**src/rtl/preadd_mult_acc.sv**
```systemverilog
// Pipelined pre-adder multiply-accumulate: (a +/- b) * c, optionally accumulated
// into a wide P register with saturating or wrapping overflow.
module preadd_mult_acc #(
   parameter int SIZEIN   = 8,
   parameter int ACCW     = 2*SIZEIN+8,
   parameter int SATURATE = 1
) (
   input  logic                     clk,
   input  logic                     rst,
   input  logic                     ce,
   input  logic                     in_valid,
   input  logic                     sub,
   input  logic                     acc_en,
   input  logic                     acc_clr,
   input  logic signed [SIZEIN-1:0] a,
   input  logic signed [SIZEIN-1:0] b,
   input  logic signed [SIZEIN-1:0] c,
   output logic                     out_valid,
   output logic signed [ACCW-1:0]   out_data,
   output logic                     ovf
);

   localparam int MW = 2*SIZEIN+1;

   // S1
   logic              v1, sub1, en1, clr1;
   logic [SIZEIN-1:0] a1, b1, c1;
   // S2
   logic              v2, en2, clr2;
   logic [SIZEIN:0]   d2;
   logic [SIZEIN-1:0] c2;
   // S3
   logic              v3, en3, clr3;
   logic [MW-1:0]     m3;

   logic [SIZEIN:0]        a_x, b_x, d_next;
   logic signed [MW-1:0]   d_w, c_w, m_next;
   logic [ACCW:0]          m_ext, sum;
   logic [ACCW-1:0]        p_next;
   logic                   ovf_next, over;

   always_comb begin
      a_x    = {a1[SIZEIN-1], a1};
      b_x    = {b1[SIZEIN-1], b1};
      d_next = sub1 ? (a_x - b_x) : (a_x + b_x);
   end

   // Both multiplier operands are widened to the full product width, so the
   // truncated product is exact.
   always_comb begin
      d_w    = {{SIZEIN{d2[SIZEIN]}}, d2};
      c_w    = {{(SIZEIN+1){c2[SIZEIN-1]}}, c2};
      m_next = d_w * c_w;
   end

   always_comb begin
      m_ext    = {{(ACCW+1-MW){m3[MW-1]}}, m3};
      sum      = {out_data[ACCW-1], out_data} + m_ext;
      over     = sum[ACCW] ^ sum[ACCW-1];
      p_next   = sum[ACCW-1:0];
      ovf_next = 1'b0;
      if (!en3 || clr3) begin
         p_next = m_ext[ACCW-1:0];
      end else if (over) begin
         ovf_next = 1'b1;
         if (SATURATE != 0) begin
            p_next = sum[ACCW] ? {1'b1, {(ACCW-1){1'b0}}} : {1'b0, {(ACCW-1){1'b1}}};
         end
      end
   end

   always_ff @(posedge clk) begin
      if (rst) begin
         v1 <= 1'b0; sub1 <= 1'b0; en1 <= 1'b0; clr1 <= 1'b0;
         a1 <= '0;   b1 <= '0;     c1 <= '0;
         v2 <= 1'b0; en2 <= 1'b0;  clr2 <= 1'b0;
         d2 <= '0;   c2 <= '0;
         v3 <= 1'b0; en3 <= 1'b0;  clr3 <= 1'b0;
         m3 <= '0;
         out_valid <= 1'b0;
         out_data  <= '0;
         ovf       <= 1'b0;
      end else if (ce) begin
         v1 <= in_valid; sub1 <= sub; en1 <= acc_en; clr1 <= acc_clr;
         a1 <= a;        b1 <= b;     c1 <= c;

         v2 <= v1; en2 <= en1; clr2 <= clr1;
         d2 <= d_next; c2 <= c1;

         v3 <= v2; en3 <= en2; clr3 <= clr2;
         m3 <= m_next;

         out_valid <= v3;
         if (v3) begin
            out_data <= p_next;
            ovf      <= ovf_next;
         end
      end
   end

endmodule
```
**config.mk**
```make
export PLATFORM = sky130hd
export DESIGN_NAME = preadd_mult_acc
export DESIGN_NICKNAME = d
export VERILOG_FILES = /design/src/rtl/preadd_mult_acc.sv
export SDC_FILE = /design/constraint.sdc
export NUM_CORES = 1
export LEC_CHECK = 0
export BUFFER_PORTS_ARGS = -buffer_cell sky130_fd_sc_hd__buf_4
export CELL_PAD_IN_SITES_DETAIL_PLACEMENT = 1
export CELL_PAD_IN_SITES_GLOBAL_PLACEMENT = 1
export CORE_UTILIZATION = 30
export CTS_CLUSTER_DIAMETER = 100
export DETAILED_ROUTE_END_ITERATION = 8
export PLACE_DENSITY_LB_ADDON = 0.1
export SYNTH_ARGS = -nofsm -noshare
export SYNTH_HDL_FRONTEND = slang
export SYNTH_SLANG_ARGS = --single-unit
```
**constraint.sdc**
```tcl
create_clock -name clk -period 4.4 [get_ports clk]
set_input_delay 0.88 -clock clk [delete_from_list [all_inputs] [get_ports clk]]
set_output_delay 0.88 -clock clk [all_outputs]
set_load 0.02 [all_outputs]
```
==> metrics <==
Hold Path Class=reg -> reg; largest net degree at the start of global routing=between 70 and 80; worst reg2reg setup slack=0.19 ns; WP data arrival=4.43 ns; final net count=1177; Min Hold Slack=0.466 ns; Clk pin slew, worst setup/hold paths=~0.080 ns; area grow syn2layout=21.9%; CTS buffer count=9; Mapped Cells=923; Worst VDD drop=0.157 mV; end point of the critical path=m3[13]; Final Wtd Congestion=0.792; actual slew at the worst max-slew pin=0.862 ns; final number of setup-violating endpoints=0; crit path max fanout=5; Fin. Hold Viols=0; Worst setup startpoint=d2[6]; num rows=between 50 and 60; clk_lat worst skew=0.36 ns; Cell variety after synth=70; setup slack after layout=between 0.15 and 0.2 ns; worst path bufs/invs=7; ys flop type=dfxtp_1; CP max stage cell=fa_1; Period minus WS final=4.21 ns; WL/cell=between 15 and 20 µm; drt pass-1 iters=6; skew final=0.0136 ns; CTS Root Cell=clkbuf_16; fin util=0.374; pwr dens=234 nW/µm²; dpl cell area=9140 µm²; layout cell share with drive strength beyond 1=0.197; I/O Buffers=56; R2R Path End=m3[13]; # DRC=2; Slew Limit Headroom=0.425; syn_area_per_cell=8.72 µm²; Critical Path RT=4.62 ns; number of synthesized flops with an enable pin=0; placed instance count=approximately 1300; total track usage=0.165; endpoint class of the critical path=register; slowest stage delay, CP=0.53 ns; net count after synthesis=~1100; setup TNS=0 ns; P_leak=4.51 nW; via/cell ratio=between 4 and 5; clock sink total=94; kind of critical path=reg -> reg; Max Clock Freq=0.238 GHz; die width=166 µm; Final Cycle Share=0.957; Yosys warning total=0; Starting Density=0.307; vias in the first global route=6845; final WL=about 22000 µm; mapped cell area=approximately 8000 µm²; Max Root-Sink Buffers=2; fraction of registers with async set/reset=0; Max Cap Viol=0; total power=between 2 and 2.5 mW; cts hold-fix bufs=0; delay-heaviest family, CP=adder cells; die height=166 µm; Seq cells post-synth=94; # diodes=0; CTS H-tree depth=3; total gr overflow=0; Via Count=6586; detailed-placement wirelength estimate=about 18000 µm; initial detailed-routing violation count=241; fin cells=1359; final instance area=9810 µm²; CORE AREA=26200 µm²; DRT antenna net count=0; Die ar.=27500 µm²; IO Pins=57; fin. max-slew vios=0; Worst R2R Path Depth=18; first-pass GRT wire length=approximately 37000 µm; CP cell instances=buf_4 -> and2_1 -> fa_1 -> inv_1 -> fa_1 -> inv_1 -> fa_1 -> inv_1 -> fa_1 -> inv_1 -> ha_4 -> buf_4 -> nand3_1 -> o21ai_4 -> buf_4 -> nor2_1 -> xor2_1 -> o22ai_1; failing checks=design-rule violations; r2r startpoint=d2[6]; TritonCTS clock tree=done; sequential share of the synthesized area=0.234; critical path depth=18; fill cell total of the finished layout=3052; pre-CTS WS=-0.206 ns; initial antenna violation count=0; status=complete, but fails checks; Critical Path Source Type=register
worst reg2reg max path, cell delays in order (launching register included):
cell and delay (ns):
dfxtp_4 0.37, buf_4 0.14, and2_1 0.14, fa_1 0.50, inv_1 0.05, fa_1 0.49, inv_1 0.05, fa_1 0.53
inv_1 0.06, fa_1 0.53, inv_1 0.06, ha_4 0.28, buf_4 0.12, nand3_1 0.11, o21ai_4 0.21, buf_4 0.14
nor2_1 0.04, xor2_1 0.15, o22ai_1 0.10
power by group:
group	leakage (nW)	switching (mW)	internal (mW)
registers	0.776	0.0584	0.895
logic	3.59	0.264	0.245
clock network	0.148	0.413	0.417
what timing repair did:
item	CTS	global route
resized for setup	15	56
setup endpoints to repair	7	7
endpoints found under the hold margin	0	0
gates cloned	0	0
buffers inserted	0	11
pin swaps	1	29
metal layers:
layer  GRT usage  vias to the layer above  part of all wire
li1            -                     3325                 -
met1       0.225                     3181              0.50
met2       0.280                       66              0.47
met3      0.0226                       14             0.021
met4      0.0321                        0            0.0099
met5           0                        -                 0
area by class of cell:
class | instances | area, µm² | share of cell area
sequential | 94 | 1920 | 0.196
tap | 335 | 419 | 0.0427
multi-input combinational | 684 | 5830 | 0.594
inverter | 112 | 424 | 0.0432
clock inverter | 6 | 57.6 | 0.00587
timing repair buffer | 118 | 918 | 0.0936
clock buffer | 10 | 239 | 0.0244
cell families (layout without fill, tap and decap cells):
logic type / count (synthesis) / count (layout) / share of synthesized area
AOI/OAI and AO/OA: 177 / 177 / 0.154
buffers and inverters: 145 / 246 / 0.0693
adders and majority gates: 127 / 127 / 0.256
and+or+nand+nor: 281 / 281 / 0.168
xor gates and xnor gates: 41 / 41 / 0.0446
DFF: 94 / 94 / 0.234
muxes: 58 / 58 / 0.0737
synthesized netlist by cell type (3+ instances only):
cell / instances / area, µm²
nand3b_1: 5 / 37.5
o31ai_1: 4 / 30.0
or3_1: 4 / 25.0
a31oi_1: 10 / 62.6
ha_1: 64 / 801
o22ai_1: 11 / 68.8
a32oi_1: 3 / 26.3
nand2_1: 47 / 176
and3_1: 4 / 25.0
o221ai_1: 3 / 26.3
inv_1: 109 / 409
a21o_1: 14 / 105
dfxtp_1: 94 / 1880
mux2i_1: 57 / 571
nand3_1: 12 / 60.1
clkbuf_1: 23 / 86.3
nand2b_1: 14 / 87.6
o21a_1: 4 / 30.0
nor3_1: 21 / 105
nor4_1: 3 / 18.8
o21ai_0: 22 / 110
a21boi_0: 4 / 30.0
a211oi_1: 7 / 52.6
or2_2: 3 / 18.8
and2_1: 46 / 288
o21bai_1: 4 / 30.0
buf_1: 7 / 26.3
o41ai_1: 5 / 43.8
nor2b_1: 7 / 43.8
o211ai_1: 6 / 45.0
nor2_1: 106 / 398
xor2_1: 11 / 96.3
o21ai_1: 3 / 15.0
a21oi_1: 50 / 250
fa_1: 63 / 1260
xnor2_1: 30 / 263
cell usage in the layout, fill, tap and decap left out, types with 11 or more instances in the layout:
cell and n:
buf_4 114, inv_1 107, nor2_1 104, dfxtp_1 78, fa_1 62, mux2i_1 57
ha_1 55, a21oi_1 47, nand2_1 46, and2_1 44, xnor2_1 30, nor3_1 21
o21ai_0 19, nand2b_1 14, a21o_1 14, nand3_1 12, xor2_1 11, o22ai_1 11
state kept, by name (all words and copies together) (netlist names), 8 cells and up:
register	cells
out_data	24
m3	17
d2	9
a1	8
b1	8
c1	8
c2	8
worst min path at each step:
stage	start	endpoint	slack, ns	cells past startpoint
6_report	ovf	ovf	0.47	2
5_1_grt	out_valid	out_valid	0.52	2
4_1_cts	ovf	ovf	0.47	2
2_1_floorplan	c1[0]	c1[0]	0.46	2
3_5_place_dp	ovf	ovf	0.46	2
3_3_place_gp	ovf	ovf	0.44	2
Power figures use the tool's default switching activity.
